==> config.mk <==
export PLATFORM = sky130hd
export DESIGN_NAME = life_cell_step
export DESIGN_NICKNAME = d
export VERILOG_FILES = /design/src/rtl/life_pkg.sv /design/src/rtl/adder_n.sv /design/src/rtl/life_cell_step.sv
export SDC_FILE = /design/constraint.sdc
export NUM_CORES = 1
export LEC_CHECK = 0
export ABC_AREA = 1
export CORE_UTILIZATION = 25
export CTS_CLUSTER_SIZE = 30
export DETAILED_ROUTE_END_ITERATION = 6
export GPL_TIMING_DRIVEN = 0
export SLEW_MARGIN = 25
export SYNTH_ARGS = -nofsm -noshare
export SYNTH_HDL_FRONTEND = slang
export SYNTH_HIERARCHICAL = 1
export SYNTH_SLANG_ARGS = --single-unit
==> constraint.sdc <==
create_clock -name i_clk -period 1.9 [get_ports i_clk]
set_input_delay 0.475 -clock i_clk [delete_from_list [all_inputs] [get_ports i_clk]]
set_output_delay 0.475 -clock i_clk [all_outputs]
set_load 0.01 [all_outputs]
==> src/rtl/life_pkg.sv <==
// Shared types and constants for the Game of Life cell engines.
package life_pkg;

   typedef enum logic [1:0] {IDLE, COUNT, RESULT} step_state_t;

   localparam int MAX_NEIGHBORS = 8;

   // B3/S23: bit k set means k live neighbours produce a live cell.
   localparam logic [8:0] DEFAULT_BIRTH_MASK   = 9'b0_0000_1000;
   localparam logic [8:0] DEFAULT_SURVIVE_MASK = 9'b0_0000_1100;

endpackage

==> src/rtl/adder_n.sv <==
// N-bit ripple adder with carry in/out, used as the neighbour-count accumulator datapath.
module adder_n #(
   parameter int N = 4
) (
   input  logic [N-1:0] i_a,
   input  logic [N-1:0] i_b,
   input  logic         i_c_in,
   output logic [N-1:0] o_sum,
   output logic         o_c_out
);

   assign {o_c_out, o_sum} = {1'b0, i_a} + {1'b0, i_b} + {{N{1'b0}}, i_c_in};

endmodule

==> src/rtl/life_cell_step.sv <==
// Serial next-state engine for one Game of Life cell: counts one neighbour bit per
// cycle through adder_n, then applies the birth/survival masks.
module life_cell_step
   import life_pkg::*;
#(
   parameter int         N            = 4,
   parameter logic [8:0] BIRTH_MASK   = DEFAULT_BIRTH_MASK,
   parameter logic [8:0] SURVIVE_MASK = DEFAULT_SURVIVE_MASK
) (
   input  logic         i_clk,
   input  logic         i_rst_n,
   input  logic         i_in_valid,
   output logic         o_in_ready,
   input  logic         i_cell_alive,
   input  logic [7:0]   i_neighbors,
   output logic         o_out_valid,
   input  logic         i_out_ready,
   output logic         o_next_alive,
   output logic [N-1:0] o_count
);

   step_state_t  r_state;
   logic [N-1:0] r_acc;
   logic [2:0]   r_idx;
   logic         r_alive;
   logic [7:0]   r_nbr;

   step_state_t  w_state_next;
   logic [N-1:0] w_acc_next;
   logic [2:0]   w_idx_next;
   logic         w_alive_next;
   logic [7:0]   w_nbr_next;
   logic [N-1:0] w_sum;
   logic         w_c_out;
   logic [8:0]   w_rule_mask;

   adder_n #(.N(N)) u_acc_adder (
      .i_a    (r_acc),
      .i_b    ({N{1'b0}}),
      .i_c_in (r_nbr[r_idx]),
      .o_sum  (w_sum),
      .o_c_out(w_c_out)
   );

   always_comb begin
      w_state_next = r_state;
      w_acc_next   = r_acc;
      w_idx_next   = r_idx;
      w_alive_next = r_alive;
      w_nbr_next   = r_nbr;
      case (r_state)
         IDLE: begin
            if (i_in_valid) begin
               w_alive_next = i_cell_alive;
               w_nbr_next   = i_neighbors;
               w_acc_next   = '0;
               w_idx_next   = '0;
               w_state_next = COUNT;
            end
         end
         COUNT: begin
            w_acc_next = w_sum;
            w_idx_next = r_idx + 3'd1;
            if (r_idx == 3'd7) begin
               w_state_next = RESULT;
            end
         end
         RESULT: begin
            if (i_out_ready) begin
               w_state_next = IDLE;
            end
         end
         default: w_state_next = IDLE;
      endcase

      // Counts above MAX_NEIGHBORS cannot occur; guard keeps the mask select in range.
      w_rule_mask  = r_alive ? SURVIVE_MASK : BIRTH_MASK;
      o_next_alive = (r_acc <= N'(MAX_NEIGHBORS)) && w_rule_mask[r_acc[3:0]];
      o_count      = r_acc;
      o_in_ready   = (r_state == IDLE);
      o_out_valid  = (r_state == RESULT);
   end

   always_ff @(posedge i_clk or negedge i_rst_n) begin
      if (!i_rst_n) begin
         r_state <= IDLE;
         r_acc   <= '0;
         r_idx   <= '0;
         r_alive <= 1'b0;
         r_nbr   <= '0;
      end else begin
         r_state <= w_state_next;
         r_acc   <= w_acc_next;
         r_idx   <= w_idx_next;
         r_alive <= w_alive_next;
         r_nbr   <= w_nbr_next;
      end
   end

   // A full neighbourhood of 8 fits in N >= 4 bits, so the accumulator never carries out.
   always_comb begin
      if (r_state == COUNT) begin
         assert (!w_c_out);
      end
   end

endmodule
# == Yosys cells after proc, flatten, opt, wreduce, memory -nomap -nowiden ==
# Index checks and enable logic that the tools add are counted.
# word_totals
reg_bits,18
out_inout_bits,7
wordCells,35
# classes
addsub,2
magnitude_cmp,3
n_eq_ne,6
n_mux,13
n_reduce_logical,6
# ops
operator,count
$pmux 4 s2,1
$mux 2,3
$mux 3,2
$pmux 2 s3,1
$pmux 3 s2,1
$lt 4x5->1 const B,1
$add 4x1->4,1
$bmux 1 s4,1
$le 4x4->1 const B,1
$lt 3x4->1 const B,1
$mux 4,1
$ne 2x2->1 const B,2
$reduce_and 2->1,2
$add 3x1->3 const B,1
$bmux 1 s3,1
$eq 3x3->1 const B,1
$reduce_and 3->1,1
$eq 2x1->1 const B,1
$eq 2x2->1 const B,1
$logic_not 2->1,1
$mux 1,2
$ne 2x1->1 const B,1
$reduce_bool 2->1,1
$logic_and 1x1->1,1

# == Logic depth before layout (Yosys ltp) ==
# depth
depth_word,4
depth_mapped,13

# == Cells and area by module ==
# The synthesis kept the hierarchy.
# modules_own_cells
mod,instances,cells_per_inst,area_per_inst_um2,seq_area_each_um2
life_cell_step,1,100,885.8,450.4
adder_n,1,25,165.2,0.0

# == Worst setup path before layout ==
# OpenSTA, ideal clock, no wires.
# synth_path
kind,reg2reg
start,register r_idx[0]
end,register r_acc[1] (netlist: o_count[1])
setup_time_ps,65
arrival_time_ps,1801
required_ps,1835
slack_ps,34
stages_incl_launch_ff,13
path_buffers,0
cell_sequence,dfrtp_1 inv_1 nand2_1 nand3_1 nand2_1 nand2_1 nand2_1 fa_1 inv_1 fa_1 inv_1 nand2_1 nand2_1
# synth_between
elab_chain_cells,4
# synth_lines
element,line,source
from (decl),life_cell_step.sv:24,logic [2:0] r_idx;
from (signal assigned),life_cell_step.sv:94,r_idx <= w_idx_next;
$bmux 1 s3,life_cell_step.sv:40,".i_c_in (r_nbr[r_idx]),"
$mux 1 (not written as such),life_cell_step.sv:40,
$add 4x1->4,adder_n.sv:12,"assign {o_c_out, o_sum} = {1'b0, i_a} + {1'b0, i_b} + {{N{1'b0}}, i_c_in};"
via w_sum[1],life_cell_step.sv:33,logic [N-1:0] w_sum;
$pmux 4 s2,life_cell_step.sv:51,case (r_state)
to (signal assigned),life_cell_step.sv:93,r_acc <= w_acc_next;
to (decl),life_cell_step.sv:23,logic [N-1:0] r_acc;
# The timed path passes the listed nets, and every way through them passes these cells. The select of a mux whose other input is x is not followed.
# A chain may end at the register's enable or synchronous reset.

# == Worst setup path after layout ==
# Same ends and word-level chain as after synthesis.

==> run summary <==
Slew Limit Fails: 0
fin nets: 174
fin worst setup slack: -0.00217 ns
DRT iter0 DRCs: 29
Total Neg Setup Slack: -0.00217 ns
Overflow after GRT: 0
Initial Util: 25.9%
Worst setup SP type: flip-flop
global-route usage over all layers: 11.0%
drt total wl: 2080 um
CTS tree: done
WP data arrival: 2.10 ns
Post-DRT Antenna Nets: 0
die width: 66.4 um
hpwl dp: 1550 um
leakage power: 0.715 nW
Mapped Cells: 122
Tot Pwr: 2.22 mW
CP Class: flip-flop to flip-flop
area of the core: 4000 um^2
Vias/cell: 4.09
routability cong.: 0.777
Total Die Area: 4410 um^2
Synth Warn #: 6
Power Density: 1580 nW/um^2
slew margin rel.: 45.2%
CTS clk-pin slew, worst paths: 0.07 ns
Die Ht: 66.4 um
Buffers on Ports: 19
pin count of the biggest net entering global routing: 19
initial antenna violation count: 0
DRC: 0
fmax: 526 MHz
critical path peak fanout: 6
Root Driver: clkbuf_8
Hold Vio Cnt, Final: 0
Mean Syn Cell Area: 8.50 um^2
clock skew: 0.00555 ns
Worst Min Path Start: r_alive
first-pass GRT wire length: 3610 um
fraction of layout cells with a size suffix above 1: 22.9%
final setup fails: 1
Place WS: -0.143 ns
Critical R2R Launch: r_idx[0]
HP Class: flip-flop to flip-flop
fin crit share: 100%
MaxCap Viol Count: 0
clock latency at the later pin of the worst-skew pair: 0.26 ns
VDD IR max: 0.000522 V
start point of the critical path: r_idx[0]
Num CTS Buffers: 3
Critical Path Sink Type: flip-flop
Max H-tree Level: 1
Rows: 23
RSZ-0062 raised after global routing: true
Placed Cells: 195
DR WL/cell: 10.3 um
vias in the first global route: 785
Area Overhead vs Synth: 35.3%
status: finished with violations
Tmin final: 1.90 ns
vias post-DR: 830
fin util: 35.1%
DRT Pass-1 Iters: 4
failing checks: setup timing
hold buffer count at CTS: 0
CTS Sinks: 18
Longest Clk Path Bufs: 2
antenna cells: 0
post-route insts no fill: 203
IO Count: 20
WP data required: 2.09 ns
measured slew at the worst slew-check pin: 0.819 ns
Post-Syn Area: 1040 um^2
-- timing repair --
action	4_1_cts	5_1_grt
pin swaps	0	2
gates cloned	0	0
gates resized for setup	4	6
setup endpoints to repair	3	4
buffers inserted	4	0
-- layer usage --
layer | vias up | routed length [um] | GRT usage (%)
met2 | 14 | 893 | 15.9
met3 | 3 | 101 | 4.31
met1 | 379 | 1070 | 15.0
met5 | - | 0 | 0
li1 | 434 | - | -
met4 | 0 | 13 | 2.66
-- power breakdown --
| part | switching, mW | internal (mW) |
|---|---|---|
| combinational | 0.655 | 0.554 |
| clock | 0.130 | 0.184 |
| sequential | 0.126 | 0.574 |
-- worst paths after layout --
kind                               to  slack, ns  cells past startpoint
setup / recovery           o_count[1]     -0.002                     12
hold / removal                r_alive       0.48                      2
setup reg to reg           o_count[1]     -0.002                     12
hold reg to reg               r_alive       0.48                      2
max in group asynchronous  r_state[0]       0.65                      1
min in group asynchronous    r_nbr[6]       0.69                      1
-- per-stage QoR --
step	hold WS (ns)	instance area (um^2)
after floorplan	0.179	1050
after global placement	0.471	1310
final	0.485	1400
after global routing	0.533	1400
after CTS	0.491	1390
after detailed placement	0.475	1310
-- state kept, by name (all words and copies together), names as in the netlist --
| register | cells |
|---|---|
| o_count | 4 |
| r_alive | 1 |
| r_idx | 3 |
| r_nbr | 8 |
| r_state | 2 |
-- critical path: stages, from the launching register on --
cell and delay [ns]:
dfrtp_2 0.46, inv_4 0.08, nand2_1 0.05, nand3_1 0.06, nand2_1 0.05, nand2_1 0.06
nand2_2 0.06, fa_2 0.38, inv_2 0.06, fa_1 0.39, inv_1 0.06, nand2_1 0.05
nand2_1 0.06
-- cell usage in the layout, fill, tap and decap left out, types with 2 or more instances in the layout --
cell type / count
inv_2: 3
nand3_1: 12
inv_1: 16
buf_6: 2
dlymetal6s2s_1: 2
dfrtp_2: 2
nor2_1: 4
nor2_2: 6
clkbuf_8: 4
o21ai_0: 5
dfrtp_1: 16
ha_1: 5
buf_4: 4
clkdlybuf4s50_1: 16
conb_1: 5
a21oi_2: 8
nand2_1: 31
nand2_2: 2
-- area by class of cell --
class,count,area (um^2)
sequential,18,453
inverter,20,77.6
tap,50,62.6
multi-input combinational,86,509
buffer,2,22.5
fill,436,2600
timing repair buffer,23,224
clock buffer,4,55.1
Power figures use the tool's default switching activity.
